[src/rtl/serial_word_loader_pkg.sv]
// Shared types and constants for the serial word loader.
package serial_word_loader_pkg;

  typedef enum logic [1:0] {
    IDLE = 2'd0,
    DATA = 2'd1,
    PAR  = 2'd2,
    EMIT = 2'd3
  } state_t;

  localparam int unsigned WORD_MSB  = 63;
  localparam int unsigned ERR_CNT_W = 8;
  localparam logic [ERR_CNT_W-1:0] ERR_SAT = 8'hFF;

endpackage

[src/rtl/serial_word_loader_sat_counter.sv]
// Saturating event counter with synchronous active-high reset.
module sat_counter #(
  parameter int unsigned w = 8,
  parameter logic [w-1:0] sat = '1
) (
  input  logic         clk,
  input  logic         rst,
  input  logic         inc,
  output logic [w-1:0] cnt
);

  // Count events, holding at the saturation value.
  always_ff @(posedge clk) begin
    if (rst) begin
      cnt <= '0;
    end else if (inc && (cnt != sat)) begin
      cnt <= cnt + w'(1);
    end
  end

endmodule

[src/rtl/serial_word_loader.sv]
// Deserialises a framed serial bit stream into a parallel word for the shiftreg stage.
module serial_word_loader
  import serial_word_loader_pkg::*;
#(
  parameter int unsigned width     = WORD_MSB,
  parameter bit          lsb_first = 1'b0,
  parameter bit          parity_en = 1'b1
) (
  input  logic                 clk,
  input  logic                 rst,
  input  logic                 start,
  input  logic                 sin,
  input  logic                 sin_valid,
  output logic [width:0]       d_out,
  output logic                 wr,
  output logic                 busy,
  output logic                 perr,
  output logic                 ovr,
  output logic [ERR_CNT_W-1:0] err_cnt
);

  localparam int unsigned CW = (width > 0) ? $clog2(width + 1) : 1;

  state_t         state, state_n;
  logic [width:0] sr, sr_n, shifted;
  logic [CW-1:0]  cnt, cnt_n;
  logic           par_acc, par_n;
  logic           load_c, perr_c, ovr_c;

  // Next-state, datapath and event decode.
  always_comb begin
    state_n = state;
    sr_n    = sr;
    cnt_n   = cnt;
    par_n   = par_acc;
    load_c  = 1'b0;
    perr_c  = 1'b0;
    ovr_c   = 1'b0;

    if (lsb_first) begin
      shifted = {sin, sr[width:1]};
    end else begin
      shifted = {sr[width-1:0], sin};
    end

    unique case (state)
      IDLE: begin
        if (start) begin
          state_n = DATA;
          cnt_n   = '0;
          sr_n    = '0;
          par_n   = 1'b0;
        end
      end
      DATA: begin
        if (start) begin
          // Abort the partial frame; the bit in this cycle is not data.
          ovr_c   = 1'b1;
          state_n = DATA;
          cnt_n   = '0;
          sr_n    = '0;
          par_n   = 1'b0;
        end else if (sin_valid) begin
          sr_n  = shifted;
          par_n = par_acc ^ sin;
          if (cnt == CW'(width)) begin
            cnt_n = '0;
            if (parity_en) begin
              state_n = PAR;
            end else begin
              state_n = EMIT;
              load_c  = 1'b1;
            end
          end else begin
            cnt_n = cnt + CW'(1);
          end
        end
      end
      PAR: begin
        if (start) begin
          ovr_c   = 1'b1;
          state_n = DATA;
          cnt_n   = '0;
          sr_n    = '0;
          par_n   = 1'b0;
        end else if (sin_valid) begin
          if (sin == par_acc) begin
            state_n = EMIT;
            load_c  = 1'b1;
          end else begin
            perr_c  = 1'b1;
            state_n = IDLE;
          end
        end
      end
      EMIT: begin
        // wr is already high this cycle; a start here chains straight into the next frame.
        if (start) begin
          state_n = DATA;
          cnt_n   = '0;
          sr_n    = '0;
          par_n   = 1'b0;
        end else begin
          state_n = IDLE;
        end
      end
      default: begin
        state_n = IDLE;
      end
    endcase
  end

  // State, datapath and registered outputs.
  always_ff @(posedge clk) begin
    if (rst) begin
      state   <= IDLE;
      sr      <= '0;
      cnt     <= '0;
      par_acc <= 1'b0;
      d_out   <= '0;
      wr      <= 1'b0;
      busy    <= 1'b0;
      perr    <= 1'b0;
      ovr     <= 1'b0;
    end else begin
      state   <= state_n;
      sr      <= sr_n;
      cnt     <= cnt_n;
      par_acc <= par_n;
      wr      <= load_c;
      busy    <= (state_n != IDLE);
      perr    <= perr_c;
      ovr     <= ovr_c;
      if (load_c) begin
        d_out <= sr_n;
      end
    end
  end

  sat_counter #(
    .w   (ERR_CNT_W),
    .sat (ERR_SAT)
  ) u_err_cnt (
    .clk (clk),
    .rst (rst),
    .inc (perr_c | ovr_c),
    .cnt (err_cnt)
  );

endmodule

[config.mk]
export PLATFORM = sky130hd
export DESIGN_NAME = serial_word_loader
export DESIGN_NICKNAME = d
export VERILOG_FILES = /design/src/rtl/serial_word_loader_pkg.sv /design/src/rtl/serial_word_loader_sat_counter.sv /design/src/rtl/serial_word_loader.sv
export SDC_FILE = /design/constraint.sdc
export NUM_CORES = 1
export LEC_CHECK = 0
export ABC_CLOCK_PERIOD_IN_PS = 2900
export CAP_MARGIN = 20
export CORE_ASPECT_RATIO = 0.5
export CORE_MARGIN = 3
export CORE_UTILIZATION = 42
export DETAILED_ROUTE_END_ITERATION = 8
export DONT_BUFFER_PORTS = 1
export GPL_TIMING_DRIVEN = 0
export PLACE_DENSITY_LB_ADDON = 0.3
export SLEW_MARGIN = 30
export SYNTH_ARGS = -nofsm -noshare
export SYNTH_HDL_FRONTEND = slang
export SYNTH_SLANG_ARGS = --single-unit
[constraint.sdc]
create_clock -name clk -period 2.9 [get_ports clk]
set_clock_uncertainty 0.1 [all_clocks]
set_input_delay 0.145 -clock clk [delete_from_list [all_inputs] [get_ports clk]]
set_output_delay 0.145 -clock clk [all_outputs]
set_load 0.1 [all_outputs]
==> flow_summary.json <==
{
  "power.leakage_uw": 0.00206,
  "power.density_nw_per_um2": 716,
  "critPathMaxFanout": 10,
  "synth_edf_count": 0,
  "dr.first_iter.drc_count": 207,
  "synthFlopType": "dfxtp_1",
  "cts_tree": "done",
  "finalHoldViolCount": 0,
  "path_class": "reg2reg",
  "fmax_mhz": 437,
  "status": "complete, no violations",
  "slew_viol_final": 0,
  "finalCritPeriodShare": 0.790,
  "cts_max_level": 4,
  "path_cells": "inv_1, ha_1, nand3b_1, nor2_1, buf_2, clkbuf_1, nor2_1, a211oi_1",
  "slowest_delay_ns": 0.41,
  "timing.setup.tns_ns": 0,
  "cts.sinks": 149,
  "ios": 81,
  "post_drt_via_cell_ratio": 5.41,
  "grt_max_degree": 17,
  "worst_pin_slew_ns": 1.01,
  "post_drt_wl_per_cell_microns": 15.6,
  "hold_path_startpoint": "start",
  "crit_path_frequent_cell": "nor2_1",
  "drc": 0,
  "cp_num_buf_inv": 3,
  "cp_data_arrival_time_ns": 2.51,
  "place_inst": 716,
  "core_sq_um": 12100,
  "io_buffers": 0,
  "final.setup.worst_slack_ns": 0.610,
  "ys_seq_area_frac": 0.563,
  "dieArea_sq_um": 14100,
  "final_cells": 749,
  "pre_cts_slack_ns": 0.607,
  "avgSynthCellArea_sq_um": 9.61,
  "ys_seq_elements": 149,
  "r2r-start": "state[0]",
  "clockRootBuffer": "clkbuf_16",
  "grt_pass1_wl_microns": 19200,
  "yosys_warnings": 0,
  "gp_congestion": 0.781,
  "reg2reg_slack_ns": 0.61,
  "fin_total_pwr_uw": 4370,
  "drt_first_pass_iters": 4,
  "clockBufferDepth": 2,
  "rows": 28,
  "fp.dieW_microns": 165,
  "antenna_cells": 0,
  "min_period_ns": 2.29,
  "cts_buffers": 17,
  "wl_microns": 11700,
  "synth_cells": 551,
  "peakVddDrop_mv": 0.381,
  "clkLatencyLatePin_ns": 0.41,
  "endpoint_kind": "register",
  "hpwlAfterDp_microns": 8010,
  "finalSetupViolations": 0,
  "critPathLaunchType": "register",
  "maxCapViolCount": 0,
  "die_y_microns": 85.4,
  "drive_above_1_share": 0.104,
  "synth_area_sq_um": 5300,
  "hold_path_end": "cnt[2]",
  "synth.distinct_cells": 44,
  "initial_core_util": 0.439,
  "nets": 583,
  "slew_headroom": 0.328,
  "area_growth_pct": 15.3,
  "clkTransAtPathRegs_ns": 0.06,
  "rr_worst_depth": 8,
  "grt_pass1_vias": 3777,
  "rsz0062_at_grt": "false",
  "crit_family": "buffers and inverters",
  "cp.required_ns": 3.12,
  "holdCritPathClass": "in2reg",
  "r2r-end": "d_out[22]",
  "synthesis.nets": 562,
  "antenna_found_initial": 0,
  "vias": 4052,
  "grt_use_total": 0.170,
  "critPathSlowestCell": "clkbuf_1",
  "drt.antenna.violating_nets": 0,
  "worst_hold_path.num_cells": 2,
  "synthArstFlopShare": 0,
  "overflow": 0
}
-- area by class of cell --
| class | count | area [sq um] |
|---|---|---|
| clock buffer | 19 | 443 |
| inverter | 2 | 7.51 |
| multi-input combinational | 349 | 2090 |
| tap | 165 | 206 |
| timing repair buffer | 2 | 20.0 |
| clock inverter | 12 | 131 |
| sequential | 149 | 2990 |
| buffer | 51 | 219 |
| fill | 1126 | 5940 |
-- worst register-to-register path, stage by stage (launching register included) --
cell      delay, ns
dfxtp_1        0.35
inv_1          0.10
ha_1           0.20
nand3b_1       0.17
nor2_1         0.20
buf_2          0.29
clkbuf_1       0.42
nor2_1         0.08
a211oi_1       0.28
-- through the flow --
step / utilization / hold slack [ns] / instance area (sq um)
floorplan: - / 0.197 / 5300
global placement: 0.457 / 0.226 / 5500
detailed placement: 0.457 / 0.231 / 5510
CTS: 0.506 / 0.0783 / 6100
global route: 0.507 / 0.125 / 6110
finish: 0.507 / 0.0945 / 6110
-- cells in the final DEF, fill, tap and decap left out, drive strengths merged, types with 3 or more instances in the layout --
cell type | synthesis | routed
or4 | 4 | 4
and3 | 4 | 4
o31ai | 4 | 4
nand3 | 5 | 5
nor3 | 7 | 7
nor2 | 134 | 134
and4 | 3 | 3
xor2 | 3 | 3
clkinvlp | 0 | 4
ha | 6 | 6
a21oi | 10 | 10
nand2 | 3 | 3
nand4 | 3 | 3
inv | 2 | 3
dfxtp | 149 | 149
clkbuf | 33 | 52
a22oi | 65 | 65
buf | 18 | 18
o21ai | 5 | 5
clkinv | 0 | 5
a211oi | 65 | 65
-- flip-flops by register name (all words and copies together), names as in the netlist --
| name | count |
|---|---|
| ovr | 1 |
| par_acc | 1 |
| d_out | 64 |
| perr | 1 |
| cnt | 6 |
| busy | 1 |
| sr | 64 |
| wr | 1 |
| state | 2 |
| u_err_cnt.cnt | 8 |
-- where the power goes --
group / total (uW) / internal, uW / leakage (uW) / switching [uW]
combinational: 146 / 39.4 / 0.000580 / 107
sequential: 2090 / 2050 / 0.00120 / 37.4
clock: 2130 / 1280 / 0.000271 / 848
-- worst max-delay path by stage --
| stage | slack, ns | depth (start not counted) | endpoint | startpoint |
|---|---|---|---|---|
| CTS | 0.60 | 5 | u_err_cnt.cnt[7] | u_err_cnt.cnt[4] |
| floorplan | 0.69 | 4 | u_err_cnt.cnt[6] | u_err_cnt.cnt[1] |
| global route | 0.38 | 8 | d_out[22] | state[0] |
| global placement | 0.53 | 5 | u_err_cnt.cnt[7] | u_err_cnt.cnt[1] |
| detailed placement | 0.61 | 8 | d_out[52] | state[0] |
| finish | 0.61 | 8 | d_out[22] | state[0] |
-- synth_stat cells, types with 2 or more instances --
| cell type | number | share of area |
|---|---|---|
| and4_1 | 3 | 0.0050 |
| nor2_1 | 134 | 0.095 |
| xor2_1 | 3 | 0.0050 |
| buf_2 | 15 | 0.014 |
| ha_1 | 6 | 0.014 |
| clkbuf_1 | 32 | 0.023 |
| nand3_1 | 5 | 0.0047 |
| nand2_1 | 3 | 0.0021 |
| xnor2_1 | 2 | 0.0033 |
| o311ai_0 | 2 | 0.0033 |
| buf_1 | 2 | 0.0014 |
| nand4_1 | 3 | 0.0035 |
| dfxtp_1 | 149 | 0.56 |
| inv_1 | 2 | 0.0014 |
| and3_1 | 4 | 0.0047 |
| o21ai_0 | 5 | 0.0047 |
| a22oi_1 | 65 | 0.092 |
| and2b_1 | 2 | 0.0028 |
| or4_1 | 4 | 0.0057 |
| nor3_1 | 7 | 0.0066 |
| nand3b_1 | 2 | 0.0028 |
| o31ai_1 | 4 | 0.0057 |
| a311oi_1 | 2 | 0.0033 |
| a21oi_1 | 10 | 0.0094 |
| and2_1 | 2 | 0.0024 |
| a211oi_1 | 65 | 0.092 |
-- what timing repair did --
| action | in CTS | in global routing |
|---|---|---|
| setup endpoints to repair | 0 | 0 |
| buffers inserted | 0 | 0 |
| hold endpoints to repair | 6 | 0 |
| resized for setup | 0 | 0 |
| hold buffers | 2 | 0 |
-- routing by layer --
metal  vias to the layer above  track usage  routed length (microns)
met5                         -            0                        0
met4                         0       0.0594                      127
met3                         8       0.0566                      699
met2                        77        0.250                     4990
met1                      1914        0.236                     5870
li1                       2053            -                        -
-- cells by family after synthesis --
group | count (synthesis) | synth area share
buf+inv | 53 | 0.0428
xor+xnor | 5 | 0.00827
flops | 149 | 0.563
mux | 1 | 0.00189
simple gates | 175 | 0.144
compound gates | 162 | 0.226
fa+ha+maj | 6 | 0.0142
Note: power is estimated with default switching activity, not from simulation.
